### src/rtl/mem_arbiter.sv
`default_nettype none
// ============================================================================
// Module   : mem_arbiter
// Purpose  : Two-master (fetch / data) arbiter in front of a single-port
//            memory, with address legality checking and a one-cycle
//            response pipeline.
// Revision : 1.0
// ============================================================================
module mem_arbiter #(
    parameter int MEMSIZE      = 131072,
    parameter int STARVE_LIMIT = 4
) (
    input  logic        clk,
    input  logic        resetb,
    input  logic        if_req_valid,
    input  logic [31:0] if_req_addr,
    output logic        if_req_ready,
    output logic        if_resp_valid,
    output logic [31:0] if_resp_data,
    output logic        if_resp_err,
    input  logic        d_req_valid,
    input  logic        d_req_write,
    input  logic [31:0] d_req_addr,
    input  logic [31:0] d_req_wdata,
    input  logic [3:0]  d_req_wstrb,
    output logic        d_req_ready,
    output logic        d_resp_valid,
    output logic [31:0] d_resp_data,
    output logic        d_resp_err,
    output logic        mem_rready,
    output logic [29:0] mem_raddr,
    input  logic [31:0] mem_rdata,
    output logic        mem_wready,
    output logic [29:0] mem_waddr,
    output logic [31:0] mem_wdata,
    output logic [3:0]  mem_wstrb
);

    // Any address bit at or above log2(MEMSIZE) makes the access out of range.
    localparam logic [31:0] c_HI_MASK = ~(32'(MEMSIZE) - 32'd1);
    localparam logic [7:0]  c_LIMIT   = 8'(STARVE_LIMIT);

    function automatic logic addr_legal(input logic [31:0] a);
        return ((a & c_HI_MASK) == 32'd0) && (a[1:0] == 2'b00);
    endfunction

    logic       w_grant_i;
    logic       w_grant_d;
    logic       w_if_legal;
    logic       w_d_legal;
    logic       w_rd_ok;

    logic       r_resp_valid;
    logic       r_resp_owner_d;
    logic       r_resp_err;
    logic       r_resp_read;
    logic [7:0] r_starve_cnt;

    assign w_if_legal = addr_legal(if_req_addr);
    assign w_d_legal  = addr_legal(d_req_addr);

    // Data wins unless fetch has waited STARVE_LIMIT data grants in a row.
    always_comb begin
        w_grant_i = 1'b0;
        w_grant_d = 1'b0;
        if (!resetb) begin
            if (d_req_valid && !(if_req_valid && (r_starve_cnt == c_LIMIT))) begin
                w_grant_d = 1'b1;
            end else if (if_req_valid) begin
                w_grant_i = 1'b1;
            end
        end
    end

    assign if_req_ready = w_grant_i;
    assign d_req_ready  = w_grant_d;

    // Illegal requests are granted but never reach the memory.
    always_comb begin
        mem_rready = 1'b0;
        mem_raddr  = 30'd0;
        mem_wready = 1'b0;
        mem_waddr  = 30'd0;
        mem_wdata  = 32'd0;
        mem_wstrb  = 4'd0;
        if (w_grant_i && w_if_legal) begin
            mem_rready = 1'b1;
            mem_raddr  = if_req_addr[31:2];
        end else if (w_grant_d && w_d_legal) begin
            if (d_req_write) begin
                mem_wready = 1'b1;
                mem_waddr  = d_req_addr[31:2];
                mem_wdata  = d_req_wdata;
                mem_wstrb  = d_req_wstrb;
            end else begin
                mem_rready = 1'b1;
                mem_raddr  = d_req_addr[31:2];
            end
        end
    end

    always_ff @(posedge clk) begin
        if (resetb) begin
            r_resp_valid   <= 1'b0;
            r_resp_owner_d <= 1'b0;
            r_resp_err     <= 1'b0;
            r_resp_read    <= 1'b0;
            r_starve_cnt   <= 8'd0;
        end else begin
            r_resp_valid   <= w_grant_i | w_grant_d;
            r_resp_owner_d <= w_grant_d;
            r_resp_err     <= w_grant_d ? ~w_d_legal : ~w_if_legal;
            r_resp_read    <= w_grant_i | ~d_req_write;

            if (!if_req_valid || w_grant_i) begin
                r_starve_cnt <= 8'd0;
            end else if (w_grant_d && (r_starve_cnt < c_LIMIT)) begin
                r_starve_cnt <= r_starve_cnt + 8'd1;
            end
        end
    end

    // A response pending when reset arrives is suppressed, so a read granted
    // just before reset never becomes visible to its master.
    assign w_rd_ok = r_resp_valid && !resetb && !r_resp_err && r_resp_read;

    assign if_resp_valid = r_resp_valid && !resetb && !r_resp_owner_d;
    assign if_resp_data  = (w_rd_ok && !r_resp_owner_d) ? mem_rdata : 32'd0;
    assign if_resp_err   = if_resp_valid && r_resp_err;

    assign d_resp_valid  = r_resp_valid && !resetb && r_resp_owner_d;
    assign d_resp_data   = (w_rd_ok && r_resp_owner_d) ? mem_rdata : 32'd0;
    assign d_resp_err    = d_resp_valid && r_resp_err;

endmodule
`default_nettype wire

### config.mk
export PLATFORM = sky130hd
export DESIGN_NAME = mem_arbiter
export DESIGN_NICKNAME = d
export VERILOG_FILES = /design/src/rtl/mem_arbiter.sv
export SDC_FILE = /design/constraint.sdc
export NUM_CORES = 1
export LEC_CHECK = 0
export ABC_CLOCK_PERIOD_IN_PS = 4200
export CORE_AREA = 2 2 119 121
export CTS_CLUSTER_DIAMETER = 120
export DETAILED_ROUTE_END_ITERATION = 8
export DIE_AREA = 0 0 121 123
export HOLD_SLACK_MARGIN = 0.06
export SYNTH_ARGS = -nofsm -noshare
export SYNTH_HDL_FRONTEND = slang
export SYNTH_SLANG_ARGS = --single-unit
### constraint.sdc
create_clock -name clk -period 4.2 [get_ports clk]
set_input_delay 0.63 -clock clk [delete_from_list [all_inputs] [get_ports clk]]
set_output_delay 0.63 -clock clk [all_outputs]
set_load 0.03 [all_outputs]
==> reports/metrics.cfg <==
[min_path]
hold_class=reg2reg
min-delay-start=r_starve_cnt[4]$_SDFFE_PP0P_

[placed_design]
place_congestion=0.958
place_inst=707
place_area_mm2=0.00480
port-buffer-count=274
hpwl_mm=8.58
dpl_worst_slack_ns=0.492

[cells_and_area]
layout.cells.non_filler=711
diodes=0
design_area_mm2=0.00489
utilization_pct=35.9
drive_gt1_share_pct=4.52
area_delta_synth_final_pct=152
final_net_count=671

[floorplan]
die_area_mm2=0.0149
die_w_um=121
initial_utilization_pct=14.3
core-area_mm2=0.0136
fp.dieH_um=123
row_count=43
design.portCount=305

[status]
status=finished, final reports clean

[clock_network]
cts_tree=yes
cts_setup_buffers=0
cts_max_level=1
clk_pin_slew_ns=0.04
clock-sinks=12
cts_resized=0
ctsHoldBuffers=0
worstSkewPairLatency_ns=0.24
clock_path_buffers=2
ctsRootBufferMaster=clkbuf_16
cts_buffers=3

[drt]
dr_total_vias=2791
first_iter_violations=67
drt-pass1-iter-count=4
final_antenna_net_count=0
wl_per_cell_um=14.0
drc=0
viasPerCell=3.93
wl_mm=9.94

[sta]
setup_violations=0
fin_skew_ns=0.000548
relSlewSlack_pct=58.9
rsz0062_at_grt=false
fmax_ghz=0.271
maxSlewViolCount=0
fin_crit_ns=3.69
tightest_slew_ns=0.617
timing.final.crit_share_pct=87.8
finalHoldViolCount=0
layout_setup_ws_ns=0.514
fin_hold_ws_ns=0.463
setup_tns_ns=0

[job]
maxCapViolCount=0

[grt]
grt_pass1_vias=2695
grt_max_degree=38
grt-ovfl-total=0
grt_pass1_wl_mm=14.3
antenna_found_initial=0
grt_usage_pct=12.0

[synthesis]
synth_area_per_cell_um2=7.34
ys_warn_count=0
synth_cells=265
syn_area_mm2=0.00194
ys_seq_elements=12
ys_seq_area_share_pct=12.4
yosysUniqueCellTypes=35

[power]
power_density_mw_per_mm2=111
leakage_nw=1.98
irDropWorstVdd_v=0.000127
fin_total_pwr_uw=542

[critical_path]
cp.arrival_ns=3.06
regToRegStartpoint=r_starve_cnt[0]$_SDFFE_PP0P_
required_ns=3.57
cp-end-kind=output pin
path_class=in2out
path_max_fanout=37
crit_start=d_req_addr[17]
startpoint_type=input pin

## flip-flops by register name (all words and copies together), names as in the netlist
| register | count |
|---|---|
| r_resp_owner_d | 1 |
| r_resp_err | 1 |
| r_starve_cnt | 8 |
| r_resp_valid | 1 |
| r_resp_read | 1 |
## synthesized netlist by cell type
cell type	n	share of area, %
nor4_4	1	1.1
a21o_1	1	0.39
buf_2	4	1.0
buf_4	30	12
inv_4	1	0.32
inv_1	6	1.2
nand4_1	1	0.32
o311ai_4	1	1.4
clkbuf_1	11	2.1
and3b_1	2	0.90
o21ai_0	1	0.26
dfxtp_1	12	12
o21ai_2	1	0.45
nor4_2	1	0.64
a22o_1	1	0.45
nor3_1	3	0.77
a32o_1	15	7.7
buf_6	3	1.7
nor3b_1	1	0.39
nand3_1	1	0.26
and2_1	105	34
a31oi_1	1	0.32
and3_1	34	11
nor4_1	7	2.3
nor3_2	2	1.0
a211oi_1	1	0.39
nand2_1	1	0.19
o31ai_2	1	0.64
or3_4	1	0.58
nor2_1	9	1.7
xnor2_1	1	0.45
conb_1	1	0.19
nand2b_1	1	0.32
ha_1	2	1.3
nand4bb_1	1	0.58
## cell families (layout without fill, tap and decap cells)
family                   after synthesis  after routing  share of synthesized area [%]
adder cells (fa/ha/maj)                2              2                           1.29
flip-flops                            12             12                           12.4
AND/OR/NAND/NOR                      171            171                           55.8
other                                  1             30                          0.193
XOR/XNOR                               1              1                          0.451
AO/OA/AOI/OAI                         23             23                           12.0
buffers and inverters                 55            292                           18.0
## critical path, cell delays in order
cell             delay [ns]
clkdlybuf4s50_1        0.44
nor4_1                 0.29
nand3_1                0.26
nor4_4                 0.27
buf_4                  0.31
and2_1                 0.18
clkdlybuf4s50_1        0.68
## area by class of cell
cell class | instances | area, um^2
clock buffer | 4 | 88.8
fill | 1384 | 8720
inverter | 7 | 28.8
multi-input combinational | 227 | 1470
sequential | 12 | 240
tap | 180 | 225
timing repair buffer | 281 | 2840
## path summary, 6_finish.rpt
path,endpoint,slack (ns),cells past startpoint
worst max-delay path,mem_wdata[23],0.51,7
worst min-delay path,r_starve_cnt[4]$_SDFFE_PP0P_,0.46,1
worst max register to register,r_starve_cnt[2]$_SDFFE_PP0P_,2.44,7
worst min register to register,r_starve_cnt[4]$_SDFFE_PP0P_,0.46,1
## layout by cell type (no fill, tap or decap), drive strengths merged
master         Yosys  final
a22o               1      1
clkdlybuf4s50      0    270
or3                1      1
dfxtp             12     12
nand3              1      1
and3              34     34
nor3               5      5
ha                 2      2
clkbuf            11      4
nand4              1      1
o311ai             1      1
nor3b              1      1
a211oi             1      1
a31oi              1      1
and2             105    105
conb               1     30
o31ai              1      1
nand4bb            1      1
nor2               9      9
and3b              2      2
a32o              15     15
a21o               1      1
inv                7      7
nand2              1      1
nand2b             1      1
buf               37     11
o21ai              2      2
nor4               9      9
xnor2              1      1
## report_power, final
| group | switching [mW] | internal (mW) |
|---|---|---|
| combinational | 0.0970 | 0.133 |
| sequential | 0.00220 | 0.118 |
| clock | 0.0491 | 0.144 |
| total | 0.148 | 0.394 |
## layer usage
| layer | wire, um | GRT usage (%) | up-vias |
|---|---|---|---|
| met2 | 5070 | 21.7 | 153 |
| met4 | 50 | 1.74 | 0 |
| li1 | - | - | 1379 |
| met1 | 3810 | 13.9 | 1253 |
| met3 | 1020 | 4.34 | 6 |
| met5 | 0 | 0 | - |
Power figures use the tool's default switching activity.
